**src/rtl/alsaqr_noc_link_arbiter.sv**
```systemverilog
// Packet-atomic round-robin arbiter for a credit-based NoC output link, one registered flit stage.
// Optional per-requester header counters when ALSAQR_LINK_ARB_STATS_EN is defined.
`ifndef DATA_WIDTH
`define DATA_WIDTH 32
`endif

module alsaqr_noc_link_arbiter #(
    parameter int NUM_REQ   = 4,
    parameter int CREDITS   = 4,
    parameter int LEN_LSB   = 22,
    parameter int LEN_WIDTH = 8,
    localparam int ID_W     = (NUM_REQ > 1) ? $clog2(NUM_REQ) : 1
) (
    input  logic                           clk,
    input  logic                           reset,
    input  logic [NUM_REQ*`DATA_WIDTH-1:0] data_in,
    input  logic [NUM_REQ-1:0]             valid_in,
    output logic [NUM_REQ-1:0]             ready_in,
    output logic [`DATA_WIDTH-1:0]         data_out,
    output logic                           valid_out,
    input  logic                           yummy_out,
    output logic [ID_W-1:0]                grant_id,
    output logic                           busy,
    output logic                           credit_err
`ifdef ALSAQR_LINK_ARB_STATS_EN
    ,
    output logic [NUM_REQ*16-1:0]          pkt_count,
    input  logic                           stats_clr
`endif
);

    localparam int          DW      = `DATA_WIDTH;
    localparam int unsigned NR      = NUM_REQ;
    localparam logic [3:0]  CRED_MAX = 4'(CREDITS);

    typedef enum logic {IDLE, BODY} state_t;

    state_t                 state, state_n;
    logic [3:0]             credit, credit_n;
    logic                   err_n;
    logic [ID_W-1:0]        rr_ptr, rr_n, gid_n;
    logic [LEN_WIDTH-1:0]   remaining, rem_n;
    logic [ID_W-1:0]        winner, sel;
    logic                   found, accept;
    logic [DW-1:0]          flit;
    logic [LEN_WIDTH-1:0]   hdr_len;

    function automatic logic [ID_W-1:0] next_id(input logic [ID_W-1:0] id);
        next_id = (32'(id) + 1 == NR) ? '0 : ID_W'(id + 1'b1);
    endfunction

    always_comb begin
        int unsigned idx;
        idx    = 0;
        found  = 1'b0;
        winner = '0;
        for (int unsigned k = 0; k < NR; k++) begin
            idx = (32'(rr_ptr) + k) % NR;
            if (!found && valid_in[idx]) begin
                found  = 1'b1;
                winner = ID_W'(idx);
            end
        end
    end

    // Mid-packet the owner is locked; ready is gated by reset so it reads 0 during reset.
    assign sel     = (state == BODY) ? grant_id : winner;
    assign flit    = data_in[32'(sel)*DW +: DW];
    assign hdr_len = flit[LEN_LSB +: LEN_WIDTH];
    assign busy    = (state == BODY);

    always_comb begin
        ready_in = '0;
        if (reset && (credit != '0) && (state == BODY || found))
            ready_in[sel] = 1'b1;
    end

    assign accept = |(valid_in & ready_in);

    always_comb begin
        state_n = state;
        rem_n   = remaining;
        rr_n    = rr_ptr;
        gid_n   = grant_id;
        if (accept) begin
            unique case (state)
                IDLE: begin
                    gid_n = winner;
                    if (hdr_len == '0) begin
                        rr_n = next_id(winner);
                    end else begin
                        rem_n   = hdr_len;
                        state_n = BODY;
                    end
                end
                BODY: begin
                    rem_n = remaining - 1'b1;
                    if (remaining == LEN_WIDTH'(1)) begin
                        rr_n    = next_id(grant_id);
                        state_n = IDLE;
                    end
                end
                default: ;
            endcase
        end
    end

    always_comb begin
        credit_n = credit;
        err_n    = credit_err;
        unique case ({accept, yummy_out})
            2'b10: credit_n = credit - 4'd1;
            2'b01: begin
                if (credit == CRED_MAX) err_n = 1'b1;
                else                    credit_n = credit + 4'd1;
            end
            default: ;
        endcase
    end

    always_ff @(posedge clk or negedge reset) begin
        if (!reset) begin
            state      <= IDLE;
            credit     <= CRED_MAX;
            credit_err <= 1'b0;
            rr_ptr     <= '0;
            remaining  <= '0;
            grant_id   <= '0;
            valid_out  <= 1'b0;
            data_out   <= '0;
        end else begin
            state      <= state_n;
            credit     <= credit_n;
            credit_err <= err_n;
            rr_ptr     <= rr_n;
            remaining  <= rem_n;
            grant_id   <= gid_n;
            valid_out  <= accept;
            if (accept) data_out <= flit;
        end
    end

`ifdef ALSAQR_LINK_ARB_STATS_EN
    always_ff @(posedge clk or negedge reset) begin
        if (!reset) begin
            pkt_count <= '0;
        end else if (stats_clr) begin
            pkt_count <= '0;
        end else if (accept && state == IDLE &&
                     pkt_count[32'(winner)*16 +: 16] != 16'hFFFF) begin
            pkt_count[32'(winner)*16 +: 16] <= pkt_count[32'(winner)*16 +: 16] + 16'd1;
        end
    end
`endif

endmodule
```
**config.mk**
```make
export PLATFORM = sky130hd
export DESIGN_NAME = alsaqr_noc_link_arbiter
export DESIGN_NICKNAME = d
export VERILOG_FILES = /design/src/rtl/alsaqr_noc_link_arbiter.sv
export SDC_FILE = /design/constraint.sdc
export NUM_CORES = 1
export LEC_CHECK = 0
export ABC_AREA = 1
export BUFFER_PORTS_ARGS = -buffer_cell sky130_fd_sc_hd__buf_2
export CAP_MARGIN = 20
export CORE_ASPECT_RATIO = 1.4
export CORE_MARGIN = 3
export CORE_UTILIZATION = 51
export DETAILED_ROUTE_END_ITERATION = 8
export PLACE_DENSITY_LB_ADDON = 0.12
export SLEW_MARGIN = 20
export SYNTH_ARGS = -nofsm -noshare
export SYNTH_HDL_FRONTEND = slang
export SYNTH_SLANG_ARGS = --single-unit
```
**constraint.sdc**
```tcl
create_clock -name clk -period 8.1 [get_ports clk]
set_clock_uncertainty 0.1 [all_clocks]
set_input_delay 1.215 -clock clk [delete_from_list [all_inputs] [get_ports clk]]
set_output_delay 1.215 -clock clk [all_outputs]
set_load 0.02 [all_outputs]
```
Yosys cells after proc, flatten, opt, wreduce, memory -nomap -nowiden
Index checks and enable logic that the tools add are counted.
- bits in registers: 51
- bits in latches: 0
- RAM bits: 0
- ROM bits: 0
- bits of input ports: 135
- output and inout bits: 41
- word-level logic and storage cells: 87
- memories: 0
- $add $sub $neg: 10
- multiply operators: 0
- divide/modulo/power cells: 0
- order comparisons: 6
- eq/ne operators: 10
- shifts and indexed selects: 1
- muxes and demuxes: 32
- bitwise gates (word level): 2
- reductions and logical operators: 18
- operators with widths (operator ; number):
    variable part select 128 x 8 -> 32 bit ; 1
    two-way mux 2 bit ; 9
    one-hot mux 8 bit (2 select lines) ; 1
    less-than comparator 2 x 3 -> 1 bit (second input constant) ; 5
    two-way mux 1 bit ; 11
    binary-select mux 1 bit (select 2 bit) ; 4
    equality test 8 x 1 -> 1 bit (second input constant) ; 1
    zero test 8 bit ; 1
    two-way mux 4 bit ; 2
    two-way mux 8 bit ; 1
    one-hot mux 4 bit (2 select lines) ; 1
    subtractor 8 x 1 -> 8 bit (second input constant) ; 1
    adder 2 x 1 -> 2 bit (second input constant) ; 3
    adder 2 x 1 -> 3 bit (second input constant) ; 2
    equality test 3 bit (second input constant) ; 2
    logical AND 1 bit ; 6
    inequality test 2 bit (second input constant) ; 3
    AND reduction 2 bit ; 3
    adder 2 bit (second input constant) ; 2
    adder 4 x 1 -> 4 bit (second input constant) ; 1
    bitwise AND 4 bit ; 1
    equality test 4 x 3 -> 1 bit (second input constant) ; 1
    one-hot mux 2 bit (2 select lines) ; 1
    nonzero test 4 bit ; 1
    13 further kinds ; 15

Longest topological paths before layout
Gate-level depths: netlist (run 1).
- depth after elaboration: 23
- depth in mapped cells: 29
- mapped depth without buffers: 28

Worst setup path before layout (run 1)
OpenSTA, ideal clock, no wires.
- path type: in2out
- start point: in valid_in[3]
- end point: out ready_in[0]
- arrival: 2615 ps
- required time: 6785 ps
- slack: 4170 ps
- cell stages on the path: 11
- path buffers: 2
- cell sequence: inv_1 -> nand2_2 -> nand3_1 -> nand2_1 -> nor2_4 -> nand3_2 -> nand4_1 -> nand2_2 -> buf_6 -> buf_6 -> nor3_1
- longest elaborated chain between the ends: 18
- elaborated cells on any way between the ends: 31
- those cells by class: 2 x order compare; 20 x mux; 9 x reduce/logical
- ends and longest elaborated chain (what ; RTL line ; text):
    from (decl) ; 17 ; input logic [NUM_REQ-1:0] valid_in,
    binary-select mux 1 bit (select 2 bit) ; 59 ; if (!found && valid_in[idx]) begin
    two-way mux 1 bit (not written as such) ; 59 ;
    two-way mux 1 bit ; 59 ;
    zero test 1 bit ; 59 ;
    logical AND 1 bit ; 59 ;
    two-way mux 1 bit ; 59 ;
    zero test 1 bit ; 59 ;
    logical AND 1 bit ; 59 ;
    [... 2 more ...] ; -- ;
    logical AND 1 bit ; 59 ;
    two-way mux 2 bit ; 59 ;
    two-way mux 2 bit ; -- ;
    less-than comparator 2 x 3 -> 1 bit (not written as such) or >= comparator 2 x 1 -> 1 bit (tied branches) ; 75 ; ready_in[sel] = 1'b1;
    logical AND 1 bit (not written as such) ; 75 ;
    two-way mux 1 bit (not written as such) ; 75 ;
    demux 1 bit (select 2 bit) ; 75 ;
    two-way mux 4 bit * ; 74 ; if (reset && (credit != '0) && (state == BODY || found))
    to (decl) ; 18 ; output logic [NUM_REQ-1:0] ready_in,
Every way passes the cells marked *; elsewhere a longest branch is shown, timed or not. The select of a mux whose other input is x is not followed.

Worst setup path after layout (run 1)
- start point: in valid_in[2]
- end point: reg credit[3]
- longest elaborated chain between the ends: 23
- elaborated cells on any way between the ends: 39
- those cells by class: 2 x order compare; 3 x eq/ne; 21 x mux; 1 x bitwise; 12 x reduce/logical
- ends and longest elaborated chain (what ; RTL line ; text):
    binary-select mux 1 bit (select 2 bit) ; 59 ;
    two-way mux 1 bit (not written as such) ; 59 ;
    two-way mux 1 bit ; 59 ;
    zero test 1 bit ; 59 ;
    logical AND 1 bit ; 59 ;
    two-way mux 1 bit ; 59 ;
    zero test 1 bit ; 59 ;
    logical AND 1 bit ; 59 ;
    [... 7 more ...] ; -- ;
    two-way mux 1 bit (not written as such) ; 75 ;
    demux 1 bit (select 2 bit) ; 75 ;
    two-way mux 4 bit ; 74 ;
    bitwise AND 4 bit * ; 78 ; assign accept = |(valid_in & ready_in);
    OR reduction 4 bit * ; 78 ;
    equality test 2 x 1 -> 1 bit or equality test 2 bit (tied branches) ; 111 ; unique case ({accept, yummy_out})
    inequality test 2 bit (no source line) or nonzero test 2 bit (tied branches) ; -- ;
    AND reduction 2 bit (no source line) ; -- ;
    to (signal assigned) ; 133 ; credit <= credit_n;
    to (decl) ; 39 ; logic [3:0] credit, credit_n;
Marked as above.
A chain may end at the register's enable or synchronous reset.

==> metrics.yaml, run 1 <==
status: "finished clean"
avgRoutedWirePerCell_um: 15.4
yosysSeqAreaShare: 0.350
critical-path-slowest-cell: "nor2_4"
fmax_ghz: 0.200
area_growth_pct: 25.3
avgSynthCellArea_um2: 7.43
detail-route-antenna-nets: 0
max-vdd-ir-drop_v: 0.000321
ys.flop_type: "dfrtp_1"
grt_max_degree: 61
crit_buf_inv: 5
setup_tns_ns: 0
die_w_um: 77.5
die_area_um2: 8210
drt_iter0_markers: 214
syn-num-nets: 633
startpoint_type: "primary input"
slew_violations: 0
syn_area_um2: 3650
hp-class: "reg2reg"
tritoncts: "yes"
critPathKind: "in2reg"
final_cell_mix: "buf_2 (175), nand2_1 (169), dfrtp_1 (50), nor2_1 (43), nand3_1 (39)"
track_usage: 0.274
fin_crit_ns: 4.99
cp_top_family: "simple AND/OR/NAND/NOR gates"
synth_cell_types: 38
gp_congestion: 0.854
core_um2: 6740
clkLatencyLatePin_ns: 0.31
timing.final.crit_share: 0.616
maxCapViolCount: 0
firstDrtPassIters: 5
slowest_delay_ns: 0.60
synth-async-reset-ratio: 1.00
relSlewSlack: 0.492
finalSetupViolCount: 0
drc: 0
vias_per_cell: 5.38
diodes: 0
hold-worst-slack_ns: 0.390
synth_edf_count: 0
nNetsFinal: 792
timing.critical_path.mode_cell: "nand2_1"
ys_seq_elements: 51
final_layout_size_suffix_gt1_frac: 0.357
pre_cts_slack_ns: 2.85
vias: 3993
critical_path_arrival_ns: 5.09
io_buffers: 175
grt_pass1_wl_um: 18300
n_fill_cell: 624
syn-instance-count: 491
cts_inserted_buffers: 5
h-tree-depth: 2
required_ns: 8.21
grt_remaining_overflow: 0
layout_commonest_cell: "buf_2"
cts_sinks: 51
die_h_um: 106
cts_resized: 0
wl_um: 11400
antenna_found_initial: 0
yosys_warnings: 0
io_pins: 176
p_leak_nw: 2.39
worst_slew_pin_slew_ns: 0.761
hpwl_um: 8800
path_clk_slew_ns: 0.09
ctsHoldBuffers: 0
setup_slack_ns: 3.11
hold_viol: 0
rows: 35
cts_buffer_depth: 2
ctsRootBufferMaster: "clkbuf_8"
grt_pass1_vias: 3879
rsz0062_at_grt: "false"
dp_cells: 735
powerDensity_nw_per_um2: 486
start_util: 0.541
end_kind: "flop"
worst-path-max-fanout: 60
cts_setup_buffers: 0
finalNonFillerCells: 742
layout make-up:
| type | count | area, um^2 | share of cell area |
|---|---|---|---|
| repair buffers | 176 | 883 | 0.193 |
| clock inverters | 1 | 30.0 | 0.00657 |
| inverters | 30 | 113 | 0.0247 |
| well taps | 92 | 115 | 0.0252 |
| clock buffers | 6 | 72.6 | 0.0159 |
| multi-input cells | 386 | 2080 | 0.455 |
| flip-flops and latches | 51 | 1280 | 0.280 |
per-stage QoR:
stage               power, mW  area [um^2]  utilization
floorplan                1.75         3650            -
global placement         2.00         4470        0.662
detailed placement       2.05         4470        0.662
CTS                      2.23         4570        0.677
global route             2.44         4570        0.677
finish                   2.22         4570        0.677
where the power goes:
part	internal [mW]	leakage [nW]	total (mW)	switching, mW
logic	0.504	1.74	1.55	1.05
registers	0.390	0.598	0.492	0.102
clock network	0.0906	0.0513	0.173	0.0821
sequential cells by signal (all words and copies together), names as in the netlist:
register    count
remaining       8
valid_out       1
data_out       32
credit          4
credit_err      1
busy            1
grant_id        2
rr_ptr          2
cells by family (layout without fill, tap and decap cells):
| group | Yosys count | count (layout) | synth area share |
|---|---|---|---|
| AO/OA/AOI/OAI | 77 | 77 | 0.164 |
| XOR/XNOR | 5 | 5 | 0.0120 |
| adder cells (fa/ha/maj) | 7 | 7 | 0.0261 |
| buffers and inverters | 54 | 213 | 0.0800 |
| flip-flops | 51 | 51 | 0.350 |
| AND/OR/NAND/NOR | 297 | 297 | 0.368 |
per-layer routing:
| metal | routed length, um | up-vias | GRT usage |
|---|---|---|---|
| li1 | - | 1960 | - |
| met1 | 4430 | 1839 | 0.320 |
| met2 | 6010 | 164 | 0.498 |
| met3 | 684 | 30 | 0.0466 |
| met4 | 275 | 0 | 0.0992 |
| met5 | 0 | - | 0 |
synthesized netlist by cell type, types with 2 or more instances:
cell type | n | share of area
a21oi_1 | 5 | 0.0069
inv_1 | 25 | 0.026
xor2_1 | 4 | 0.0096
nand2_1 | 169 | 0.17
buf_4 | 2 | 0.0041
o21ai_2 | 2 | 0.0048
nand2_2 | 12 | 0.021
nor2_1 | 43 | 0.044
ha_1 | 6 | 0.021
a22oi_1 | 24 | 0.049
o21ai_0 | 7 | 0.0096
nand2_4 | 4 | 0.012
a41oi_1 | 18 | 0.043
a41oi_2 | 6 | 0.027
buf_2 | 2 | 0.0027
a31oi_1 | 2 | 0.0034
buf_6 | 9 | 0.028
nand3_2 | 7 | 0.019
dfrtp_1 | 50 | 0.34
o21ai_1 | 10 | 0.014
inv_2 | 5 | 0.0051
nor2_4 | 4 | 0.012
nor2_2 | 7 | 0.012
nand3_1 | 39 | 0.054
or2_2 | 2 | 0.0034
clkbuf_1 | 9 | 0.0093
nand4_1 | 5 | 0.0086
nor3_1 | 3 | 0.0041
worst paths after layout:
check	from	endpoint	slack (ns)	cells past startpoint
setup / recovery	valid_in[2]	credit[3]$_DFFE_PN0P_	3.11	27
hold / removal	data_out[25]$_DFFE_PN0P_	data_out[25]$_DFFE_PN0P_	0.39	2
hold reg to reg	data_out[25]$_DFFE_PN0P_	data_out[25]$_DFFE_PN0P_	0.39	2
max in group asynchronous	reset	data_out[30]$_DFFE_PN0P_	6.54	2
setup reg to reg	rr_ptr[0]$_DFFE_PN0P_	credit[3]$_DFFE_PN0P_	3.34	25
min in group asynchronous	reset	data_out[24]$_DFFE_PN0P_	0.91	2
worst min-delay path: cells and delay by family, from the launching register on:
kind	cells	cell delay, ns
flip-flops	1	0.35
AND/OR/NAND/NOR	1	0.05
AO/OA/AOI/OAI	1	0.06
No activity file was read; power rests on OpenSTA's default activity.
==> run 2, diff against run 1 <==
--- a/config.mk
+++ b/config.mk
@@ -5,12 +5,12 @@
 export SDC_FILE = /design/constraint.sdc
 export NUM_CORES = 1
 export LEC_CHECK = 0
-export ABC_AREA = 1
+export ABC_AREA = 0
 export BUFFER_PORTS_ARGS = -buffer_cell sky130_fd_sc_hd__buf_2
 export CAP_MARGIN = 20
 export CORE_ASPECT_RATIO = 1.4
 export CORE_MARGIN = 3
-export CORE_UTILIZATION = 51
+export CORE_UTILIZATION = 43
 export DETAILED_ROUTE_END_ITERATION = 8
 export PLACE_DENSITY_LB_ADDON = 0.12
 export SLEW_MARGIN = 20
==> constraint.sdc (replaced) <==
create_clock -name clk -period 4 [get_ports clk]
set_clock_uncertainty 0.1 [all_clocks]
set_input_delay 0.6 -clock clk [delete_from_list [all_inputs] [get_ports clk]]
set_output_delay 0.6 -clock clk [all_outputs]
set_load 0.02 [all_outputs]
==> run 2 against run 1 <==
Critical endpoint is now ready_in[1]. First-iteration DRC count decreased by 37%. Clock power grew to 2.8 times the previous value. Global-route usage fell by 5.6 points. Flip-flop and latch count is the same. Non-clock buffer count grew 6. Highest routed layer unchanged. Area after synthesis grew 4.3%.
==> metrics.yaml, run 2 <==
synth-async-reset-ratio: 1.00
maxCapViolCount: 0
synth_edf_count: 0
track_usage: 0.217
worst_slew_pin_slew_ns: 0.638
critPathKind: "reg2out"
yosysMostFrequentCell: "nor2_1"
cp_top_family: "simple AND/OR/NAND/NOR gates"
yosys_warnings: 0
crit_buf_inv: 2
timing.final.crit_share: 0.839
hold-worst-slack_ns: 0.339
n_fill_cell: 836
r2r_cells: 12
ctsHoldBuffers: 0
timing.rr.end: "credit[3]$_DFFE_PN0P_"
synth_top_area_share: 0.329
r2r_setup_slack_ns: 0.68
rsz0062_at_grt: "false"
hold_viol: 0
diodes: 0
rows: 40
largestRegisters: "data_out x32, remaining x8, credit x4"
cts_buffer_depth: 2
clkLatencyLatePin_ns: 0.29
final_layout_size_suffix_gt1_frac: 0.330
die_h_um: 117
ys_seq_elements: 51
p_total_mw: 4.44
firstDrtPassIters: 5
area_growth_pct: 27.9
cts_inserted_buffers: 5
syn-num-nets: 665
status: "finished clean"
use_met3: 0.0301
powerDensity_nw_per_um2: 913
vias: 4172
avgSynthCellArea_um2: 7.27
design_area_um2: 4860
ys.flop_type: "dfrtp_1"
required_ns: 3.30
die_area_um2: 10000
p_leak_nw: 2.41
fmax_ghz: 0.298
wl_um: 11400
cts_sinks: 51
nNetsFinal: 820
critical_path_arrival_ns: 2.66
detail-route-antenna-nets: 0
syn_area_um2: 3800
grt_use_met2: 0.405
grt_busiest_layer: "met2"
vias_per_cell: 5.32
core_um2: 8610
io_pins: 176
grt_pass1_vias: 3731
hp-class: "in2async"
drc: 0
grt_pass1_wl_um: 17600
layout_commonest_cell: "buf_2"
antenna_found_initial: 0
relSlewSlack: 0.575
yosys.area.top_type: "dfrtp_1"
largest_reg_flops: 32
h-tree-depth: 2
yosysSeqAreaShare: 0.336
grt_util_met1: 0.260
drt_iter0_markers: 135
synth_cell_types: 70
path_clk_slew_ns: 0.07
path_cells: "nand2b_1 -> nor4_2 -> a221o_2 -> buf_4 -> nor2b_1 -> buf_2"
io_buffers: 175
fin_crit_ns: 3.36
synth_area_leaders: "dfrtp_1 (33%), nor2_1 (11%), nand2_1 (9.8%), o21ai_0 (7.8%), nand3_1 (5.3%)"
start_util: 0.442
finalSetupViolCount: 0
die_w_um: 85.5
synthTopCellsByCount: "nor2_1 (116), nand2_1 (99), o21ai_0 (59), dfrtp_1 (50), nand3_1 (40)"
avgRoutedWirePerCell_um: 14.5
r2r-start: "busy$_DFFE_PN0P_"
grt_max_degree: 53
utilization: 0.565
cts_resized: 0
syn-instance-count: 523
hpwl_um: 8980
worst-path-max-fanout: 52
startpoint_type: "flop"
placed_cell_area_um2: 4690
slew_violations: 0
ctsRootBufferMaster: "clkbuf_16"
cts_setup_buffers: 0
tritoncts: "yes"
final_cell_mix: "buf_2 (175), nor2_1 (116), nand2_1 (99), o21ai_0 (59), dfrtp_1 (50)"
largest-register: "data_out"
max-vdd-ir-drop_v: 0.000756
end_kind: "output pin"
slowest_delay_ns: 0.53
critical-path-slowest-cell: "dfrtp_1"
grt_remaining_overflow: 0
setup_tns_ns: 0
gp_congestion: 0.852
run 2: metrics by stage:
| step | std cells | setup WS (ns) |
|---|---|---|
| 3_3_place_gp | 776 | 0.619 |
| 2_1_floorplan | 523 | 0.926 |
| 3_5_place_dp | 776 | 0.510 |
| 5_1_grt | 784 | 0.453 |
| 6_report | 784 | 0.643 |
| 4_1_cts | 784 | 0.625 |
run 2: routing by layer:
layer / up-vias / routed length (um)
met1: 1900 / 4530
met3: 10 / 840
li1: 2109 / -
met4: 0 / 160
met2: 153 / 5870
met5: - / 0
run 2: worst register-to-register path, stage by stage (launching register included):
cell	delay (ns)
dfrtp_1	0.53
nand2b_1	0.27
nor4_2	0.24
a221o_2	0.44
mux2i_1	0.29
o21a_2	0.18
nand2_2	0.09
ha_1	0.29
a21o_1	0.18
a21o_1	0.19
nor3_1	0.18
nand3b_1	0.14
o21ai_1	0.07
run 2: worst max path at each step:
stage                                 from                    end  depth (start not counted)
after floorplan                valid_in[2]  credit[3]$_DFFE_PN0P_                         14
after global placement         valid_in[2]  credit[3]$_DFFE_PN0P_                         13
after detailed placement       valid_in[2]  credit[3]$_DFFE_PN0P_                         13
after CTS                 busy$_DFFE_PN0P_            ready_in[1]                          6
after global routing      busy$_DFFE_PN0P_  credit[3]$_DFFE_PN0P_                         12
final                     busy$_DFFE_PN0P_            ready_in[1]                          6
run 2: layout make-up:
class	instances	area [um^2]	share of cell area
Timing Repair Buffer	182	928	0.191
Sequential cell	51	1280	0.263
Inverter	6	22.5	0.00463
Clock buffer	5	125	0.0257
Clock inverter	3	43.8	0.00900
Multi-Input combinational cell	432	2330	0.480
Tap cell	105	131	0.0270
run 2: power by group:
part           switching, mW  total [mW]  internal, mW
logic                   1.89        2.95          1.07
registers              0.212        1.00         0.790
clock network          0.190       0.485         0.295
run 2: logic make-up (layout without fill, tap and decap cells):
family / Yosys count / in the layout / share of synthesized area
xor+xnor: 2 / 2 / 0.00461
buf+inv: 40 / 196 / 0.0504
flops: 51 / 51 / 0.336
mux: 13 / 13 / 0.0388
fa+ha+maj: 7 / 7 / 0.0250
simple gates: 293 / 293 / 0.336
compound gates: 117 / 117 / 0.209
